--- src/rtl/alu_pkg.sv ---
// Shared constants for the EX-stage ALU: control codes, op classes, function
// fields, FSM state encodings and the ALUOp/funct control decoder.
package alu_pkg;

    localparam logic [2:0] CTL_AND = 3'b000;
    localparam logic [2:0] CTL_OR  = 3'b001;
    localparam logic [2:0] CTL_ADD = 3'b010;
    localparam logic [2:0] CTL_INV = 3'b011;
    localparam logic [2:0] CTL_SUB = 3'b110;
    localparam logic [2:0] CTL_SLT = 3'b111;

    localparam logic [2:0] OP_LDST  = 3'b000;
    localparam logic [2:0] OP_BEQ   = 3'b001;
    localparam logic [2:0] OP_RTYPE = 3'b010;

    localparam logic [5:0] F_ADD   = 6'b100000;
    localparam logic [5:0] F_SUB   = 6'b100010;
    localparam logic [5:0] F_AND   = 6'b100100;
    localparam logic [5:0] F_OR    = 6'b100101;
    localparam logic [5:0] F_SLT   = 6'b101010;
    localparam logic [5:0] F_MULT  = 6'b011000;
    localparam logic [5:0] F_MULTU = 6'b011001;
    localparam logic [5:0] F_MFHI  = 6'b010000;
    localparam logic [5:0] F_MFLO  = 6'b010010;

    localparam logic [1:0] ST_IDLE = 2'b00;
    localparam logic [1:0] ST_MUL  = 2'b01;
    localparam logic [1:0] ST_DONE = 2'b10;

    // Multiply and HI/LO moves deliberately decode to CTL_INV; the top routes them itself.
    function automatic logic [2:0] decode_ctl(input logic [2:0] alu_op, input logic [5:0] fn);
        logic [2:0] ctl;
        ctl = CTL_INV;
        case (alu_op)
            OP_LDST:  ctl = CTL_ADD;
            OP_BEQ:   ctl = CTL_SUB;
            OP_RTYPE: begin
                case (fn)
                    F_ADD:   ctl = CTL_ADD;
                    F_SUB:   ctl = CTL_SUB;
                    F_AND:   ctl = CTL_AND;
                    F_OR:    ctl = CTL_OR;
                    F_SLT:   ctl = CTL_SLT;
                    default: ctl = CTL_INV;
                endcase
            end
            default:  ctl = CTL_INV;
        endcase
        return ctl;
    endfunction

endpackage

--- src/rtl/alu_seq_mul.sv ---
// Iterative WIDTH x WIDTH unsigned shift-add multiplier, one multiplier bit per
// cycle LSB-first; done_o flags the final iteration with the full product on product_o.
module alu_seq_mul #(
    parameter int WIDTH = 32
) (
    input  logic               clk,
    input  logic               rst_n,
    input  logic               start_i,
    input  logic [WIDTH-1:0]   mcand_i,
    input  logic [WIDTH-1:0]   mplier_i,
    output logic               busy_o,
    output logic               done_o,
    output logic [2*WIDTH-1:0] product_o
);
    localparam int CNT_W = $clog2(WIDTH) + 1;

    logic                 busy_q;
    logic [CNT_W-1:0]     cnt_q;
    logic [2*WIDTH-1:0]   acc_q;
    logic [2*WIDTH-1:0]   mcand_q;
    logic [WIDTH-1:0]     mplier_q;
    logic                 last_s;
    logic [2*WIDTH-1:0]   sum_s;

    assign last_s    = busy_q && (cnt_q == CNT_W'(WIDTH - 1));
    assign sum_s     = acc_q + (mplier_q[0] ? mcand_q : {(2*WIDTH){1'b0}});
    assign busy_o    = busy_q;
    assign done_o    = last_s;
    assign product_o = sum_s;

    // Operand load on start, then one shift-add step per cycle while busy.
    always_ff @(posedge clk or negedge rst_n) begin
        if (!rst_n) begin
            busy_q   <= 1'b0;
            cnt_q    <= {CNT_W{1'b0}};
            acc_q    <= {(2*WIDTH){1'b0}};
            mcand_q  <= {(2*WIDTH){1'b0}};
            mplier_q <= {WIDTH{1'b0}};
        end else if (start_i) begin
            busy_q   <= 1'b1;
            cnt_q    <= {CNT_W{1'b0}};
            acc_q    <= {(2*WIDTH){1'b0}};
            mcand_q  <= {{WIDTH{1'b0}}, mcand_i};
            mplier_q <= mplier_i;
        end else if (busy_q) begin
            busy_q   <= !last_s;
            cnt_q    <= cnt_q + {{(CNT_W-1){1'b0}}, 1'b1};
            acc_q    <= sum_s;
            mcand_q  <= {mcand_q[2*WIDTH-2:0], 1'b0};
            mplier_q <= {1'b0, mplier_q[WIDTH-1:1]};
        end else begin
            busy_q   <= 1'b0;
        end
    end

endmodule

--- src/rtl/alu_ctrl_exec.sv ---
// EX-stage ALU: decodes ALUOp/funct, executes single-cycle ops with a registered
// result, and runs MULT/MULTU through the iterative core into HI/LO.
module alu_ctrl_exec #(
    parameter int WIDTH = 32
) (
    input  logic             clk,
    input  logic             rst_n,
    input  logic             in_valid,
    output logic             in_ready,
    input  logic [2:0]       ALUOp,
    input  logic [5:0]       funct,
    input  logic [WIDTH-1:0] op_a,
    input  logic [WIDTH-1:0] op_b,
    output logic             out_valid,
    output logic [WIDTH-1:0] result,
    output logic             zero,
    output logic             err,
    output logic [2:0]       ALUCtl
);
    import alu_pkg::*;

    logic [1:0]         state_q, state_d;
    logic               in_ready_q, in_ready_d;
    logic               out_valid_q, out_valid_d;
    logic [WIDTH-1:0]   result_q, result_d;
    logic               zero_q, zero_d;
    logic               err_q, err_d;
    logic [WIDTH-1:0]   hi_q, hi_d;
    logic [WIDTH-1:0]   lo_q, lo_d;
    logic               sign_q, sign_d;

    logic [2:0]         alu_ctl_s;
    logic               is_mult_s, is_multu_s, is_mul_s, is_mfhi_s, is_mflo_s, invalid_s;
    logic               accept_s, mul_start_s, mul_busy_s, mul_done_s;
    logic [WIDTH-1:0]   mag_a_s, mag_b_s, alu_res_s;
    logic [2*WIDTH-1:0] prod_s, prod_fix_s;

    assign alu_ctl_s   = decode_ctl(ALUOp, funct);
    assign ALUCtl      = alu_ctl_s;
    assign is_mult_s   = (ALUOp == OP_RTYPE) && (funct == F_MULT);
    assign is_multu_s  = (ALUOp == OP_RTYPE) && (funct == F_MULTU);
    assign is_mfhi_s   = (ALUOp == OP_RTYPE) && (funct == F_MFHI);
    assign is_mflo_s   = (ALUOp == OP_RTYPE) && (funct == F_MFLO);
    assign is_mul_s    = is_mult_s || is_multu_s;
    assign invalid_s   = (alu_ctl_s == CTL_INV) && !(is_mul_s || is_mfhi_s || is_mflo_s);
    assign accept_s    = in_valid && in_ready_q;
    assign mul_start_s = accept_s && is_mul_s && (state_q == ST_IDLE);

    // The most-negative value's magnitude 2^(W-1) is exact as a W-bit unsigned number.
    assign mag_a_s    = (is_mult_s && op_a[WIDTH-1]) ? (-op_a) : op_a;
    assign mag_b_s    = (is_mult_s && op_b[WIDTH-1]) ? (-op_b) : op_b;
    assign prod_fix_s = sign_q ? (-prod_s) : prod_s;

    alu_seq_mul #(.WIDTH(WIDTH)) u_mul (
        .clk       (clk),
        .rst_n     (rst_n),
        .start_i   (mul_start_s),
        .mcand_i   (mag_a_s),
        .mplier_i  (mag_b_s),
        .busy_o    (mul_busy_s),
        .done_o    (mul_done_s),
        .product_o (prod_s)
    );

    // Single-cycle datapath, including HI/LO moves.
    always_comb begin
        alu_res_s = {WIDTH{1'b0}};
        if (is_mfhi_s) begin
            alu_res_s = hi_q;
        end else if (is_mflo_s) begin
            alu_res_s = lo_q;
        end else begin
            case (alu_ctl_s)
                CTL_ADD: alu_res_s = op_a + op_b;
                CTL_SUB: alu_res_s = op_a - op_b;
                CTL_AND: alu_res_s = op_a & op_b;
                CTL_OR:  alu_res_s = op_a | op_b;
                CTL_SLT: alu_res_s = {{(WIDTH-1){1'b0}}, ($signed(op_a) < $signed(op_b))};
                default: alu_res_s = {WIDTH{1'b0}};
            endcase
        end
    end

    // Handshake FSM; HI/LO are written on the last multiply iteration so DONE carries the pulse.
    always_comb begin
        state_d     = state_q;
        in_ready_d  = in_ready_q;
        out_valid_d = 1'b0;
        result_d    = result_q;
        zero_d      = zero_q;
        err_d       = err_q;
        hi_d        = hi_q;
        lo_d        = lo_q;
        sign_d      = sign_q;
        case (state_q)
            ST_IDLE: begin
                in_ready_d = 1'b1;
                if (mul_start_s) begin
                    state_d    = ST_MUL;
                    in_ready_d = 1'b0;
                    sign_d     = is_mult_s && (op_a[WIDTH-1] ^ op_b[WIDTH-1]);
                end else if (accept_s) begin
                    out_valid_d = 1'b1;
                    result_d    = alu_res_s;
                    zero_d      = (alu_res_s == {WIDTH{1'b0}});
                    err_d       = invalid_s;
                end else begin
                    state_d = ST_IDLE;
                end
            end
            ST_MUL: begin
                if (mul_done_s) begin
                    state_d     = ST_DONE;
                    hi_d        = prod_fix_s[2*WIDTH-1:WIDTH];
                    lo_d        = prod_fix_s[WIDTH-1:0];
                    result_d    = prod_fix_s[WIDTH-1:0];
                    zero_d      = (prod_fix_s[WIDTH-1:0] == {WIDTH{1'b0}});
                    err_d       = 1'b0;
                    out_valid_d = 1'b1;
                end else if (!mul_busy_s) begin
                    state_d    = ST_IDLE;
                    in_ready_d = 1'b1;
                end else begin
                    state_d = ST_MUL;
                end
            end
            ST_DONE: begin
                state_d    = ST_IDLE;
                in_ready_d = 1'b1;
            end
            default: begin
                state_d    = ST_IDLE;
                in_ready_d = 1'b1;
            end
        endcase
    end

    // State and output registers.
    always_ff @(posedge clk or negedge rst_n) begin
        if (!rst_n) begin
            state_q     <= ST_IDLE;
            in_ready_q  <= 1'b1;
            out_valid_q <= 1'b0;
            result_q    <= {WIDTH{1'b0}};
            zero_q      <= 1'b0;
            err_q       <= 1'b0;
            hi_q        <= {WIDTH{1'b0}};
            lo_q        <= {WIDTH{1'b0}};
            sign_q      <= 1'b0;
        end else begin
            state_q     <= state_d;
            in_ready_q  <= in_ready_d;
            out_valid_q <= out_valid_d;
            result_q    <= result_d;
            zero_q      <= zero_d;
            err_q       <= err_d;
            hi_q        <= hi_d;
            lo_q        <= lo_d;
            sign_q      <= sign_d;
        end
    end

    assign in_ready  = in_ready_q;
    assign out_valid = out_valid_q;
    assign result    = result_q;
    assign zero      = zero_q;
    assign err       = err_q;

endmodule

--- config.mk ---
export PLATFORM = sky130hd
export DESIGN_NAME = alu_ctrl_exec
export DESIGN_NICKNAME = d
export VERILOG_FILES = /design/src/rtl/alu_pkg.sv /design/src/rtl/alu_seq_mul.sv /design/src/rtl/alu_ctrl_exec.sv
export SDC_FILE = /design/constraint.sdc
export NUM_CORES = 1
export LEC_CHECK = 0
export BUFFER_PORTS_ARGS = -buffer_cell sky130_fd_sc_hd__buf_2
export CORE_MARGIN = 2
export CORE_UTILIZATION = 25
export DETAILED_ROUTE_END_ITERATION = 16
export PLACE_DENSITY = 0.42
export SYNTH_ARGS = -nofsm -noshare
export SYNTH_HDL_FRONTEND = slang
export SYNTH_HIERARCHICAL = 1
export SYNTH_SLANG_ARGS = --single-unit
--- constraint.sdc ---
create_clock -name clk -period 19.9 [get_ports clk]
set_input_delay 1.99 -clock clk [delete_from_list [all_inputs] [get_ports clk]]
set_output_delay 1.99 -clock clk [all_outputs]
set_load 0.005 [all_outputs]
==> metrics <==
GP Congestion=0.937; GRT overflow=0; vias in the first global route=22100; CTS Root Cell=clkbuf_16; LEAKAGE=0.0114 uW; Ports=115; Min-Delay Path Class=flip-flop to flip-flop; startpoint class of the critical path=flip-flop; Max FO, Critical Path=66; DIE AREA=99500 sq um; Netlist cell types=90; Worst Setup End Kind=flip-flop; Final Max Slew Viols=0; Achievable Freq=140 MHz; CTS clk-pin slew, worst paths=0.06 ns; largest net degree at the start of global routing=136; PD cells=61.3 nW/um^2; drt total wl=97700 um; reg2reg path depth=22; share of post-route cells with drive strength above 1=0.0884; clk_skew=0.0227 ns; dominant register cell in the synthesized netlist=dfrtp_1; RSZ-0062 raised after global routing=no; Layout Nets=3327; Rows=114; critical path class=flip-flop to flip-flop; IO buf count=114; Inst Count DP=4321; asr flop ratio synth=1.00; Worst-Margin Slew=1.20 ns; hold-fix buffers at CTS=0; Area Growth Syn to Fin=13.3%; initial antenna violation count=2; hpwl dp=74500 um; DRT iter0 DRCs=2096; sequential-to-total area share from yosys stat=0.279; TritonCTS clock tree=done; post-layout util=0.285; post-synthesis sequential element count=270; CTS Sinks=270; fin crit share=0.359; Worst Hold Launch=result[18]; # setup viols final=0; setup bufs post-CTS=0; height of the die=315 um; reg2reg end=hi_q[29]; deepest clock path buffer count=3; Overall Global Routing Usage=0.192; Critical Path AT=7.58 ns; Hold Path Stages=2; reg-to-reg setup timing slack=12.75 ns; Die X=315 um; core area=96400 sq um; first-pass GRT wire length=147000 um; R2R Path Start=u_mul/mplier_q[0]; Final min period=7.15 ns; Critical Path RT=20.33 ns; routed length per instance=22.3 um; status=complete, no violations; Slew headroom=0.194; final non-filler cell total=4389; First-pass DRT Iterations=5; TritonCTS buffer count=38; Max VDD drop=0.0000472 V; YS warnings=6; number of synthesized flops with an enable pin=0; setup TNS=0 ns; Initial Utilization=0.251; Final Hold Fails=0; DRC Markers=0; Mapped Area=24200 sq um; max-cap violations=0; syn_area_per_cell=7.87 sq um; Worst-Skew Late Latency=0.60 ns; Hold EP=result[18]; Routed Antenna Nets=0; cells after synthesis=3080; vias per inst=5.27; H-Tree Depth=2; post-cts sizing count=0; Syn Nets=3322; DR vias=23100
placed cells by master (no fill, tap or decap), drive strengths merged, types with 57 or more instances in the layout:
| cell | instances |
|---|---|
| nand2 | 355 |
| nor2 | 279 |
| inv | 127 |
| buf | 148 |
| ha | 163 |
| xor2 | 88 |
| mux2i | 140 |
| xnor2 | 108 |
| nor3 | 62 |
| a21o | 57 |
| a21oi | 189 |
| and2 | 74 |
| o21ai | 318 |
| dfrtp | 269 |
synth_stat cells (10+ instances only):
cell type	n	area [sq um]
and3_1	15	93.8
dfrtp_1	269	6730
or3_1	38	238
o21a_1	25	188
nand2_1	354	1330
xnor2_1	108	946
nor4_1	19	119
a21o_1	57	428
o21ai_0	313	1570
nand3b_1	14	105
mux2i_1	140	1400
or4_1	18	135
nor2b_1	33	206
a21oi_1	187	936
nand4_1	47	294
clkbuf_1	159	597
o31ai_1	47	353
or2_2	14	87.6
inv_1	123	462
ha_1	163	2040
o211ai_1	31	233
a211oi_1	24	180
and2_1	73	457
a21boi_0	10	75.1
buf_1	17	63.8
nor3_1	62	310
o21bai_1	24	180
nand2b_1	30	188
a31oi_1	21	131
nor2_1	278	1040
a221o_1	10	100
o41ai_1	18	158
nand3_1	44	220
xor2_1	88	771
through the flow:
stage	hold slack, ns	worst slack (ns)	total power (uW)	cell area (sq um)
2_1_floorplan	0.442	13.39	779	24200
3_3_place_gp	0.458	12.66	915	26100
3_5_place_dp	0.460	12.65	912	26100
4_1_cts	0.471	12.63	1700	27500
5_1_grt	0.498	12.21	1760	27500
6_report	0.466	12.75	1680	27500
metal layers:
layer	GRT usage	share of wire	routed length (um)
met4	0.0358	0.017	1700
met3	0.0253	0.060	5850
met2	0.292	0.43	42400
met1	0.289	0.49	47700
met5	0	0	0
flip-flops by register name, summed over array words and instances (netlist names):
| signal | count |
|---|---|
| u_mul/cnt_q | 6 |
| result | 32 |
| out_valid | 1 |
| zero | 1 |
| sign_q | 1 |
| in_ready | 1 |
| hi_q | 32 |
| u_mul/mcand_q | 64 |
| u_mul/acc_q | 64 |
| err | 1 |
| state_q | 2 |
| lo_q | 32 |
| u_mul/mplier_q | 32 |
| u_mul/busy_o | 1 |
worst max-delay path: stages (launching register included):
cell and delay (ns):
dfrtp_2 0.35, buf_4 0.46, nand2_1 0.19, fa_1 0.45, nor2b_1 0.17, o2111ai_1 0.16
a211oi_1 0.42, o21ai_0 0.25, a21boi_0 0.38, o21a_1 0.16, nor2_1 0.05, xnor2_1 0.19
or4_4 0.58, or4_1 0.53, or4_4 0.62, nor2_2 0.10, nand2_1 0.08, or4_1 0.51
or3_1 0.49, or3_4 0.40, o31ai_2 0.20, xor2_1 0.17, o21ai_1 0.07
cell families after synthesis:
kind of cell	after synthesis	synth area share
xor gates and xnor gates	196	0.0708
buffers and inverters	307	0.0479
adders and majority gates	166	0.0866
AOI/OAI and AO/OA	908	0.238
and+or+nand+nor	1084	0.215
muxes	149	0.0620
DFF	270	0.279
cell type report:
class	instances	area, sq um
fill	10600	69000
sequential	270	6760
clock inverter	17	298
inverter	124	465
clock buffer	50	1090
timing repair buffer	148	861
antenna	1	2.50
multi-input combinational	2503	16400
tap	1276	1600
how the worst max path moves through the flow:
stage                                  from  cells past startpoint  endpoint  slack (ns)
after detailed placement  u_mul/mplier_q[0]                     22  hi_q[29]       12.65
after CTS                 u_mul/mplier_q[0]                     22  hi_q[29]       12.63
after floorplan           u_mul/mplier_q[0]                     27  hi_q[29]       13.39
final                     u_mul/mplier_q[0]                     22  hi_q[29]       12.75
after global routing      u_mul/mplier_q[0]                     22  hi_q[31]       12.21
after global placement    u_mul/mplier_q[0]                     22  hi_q[29]       12.66
report_power, final:
| part | switching [uW] | internal, uW |
|---|---|---|
| Combinational | 218 | 107 |
| Sequential | 16.1 | 568 |
| Clock | 298 | 478 |
| Total | 532 | 1150 |
Note: power is estimated with default switching activity, not from simulation.
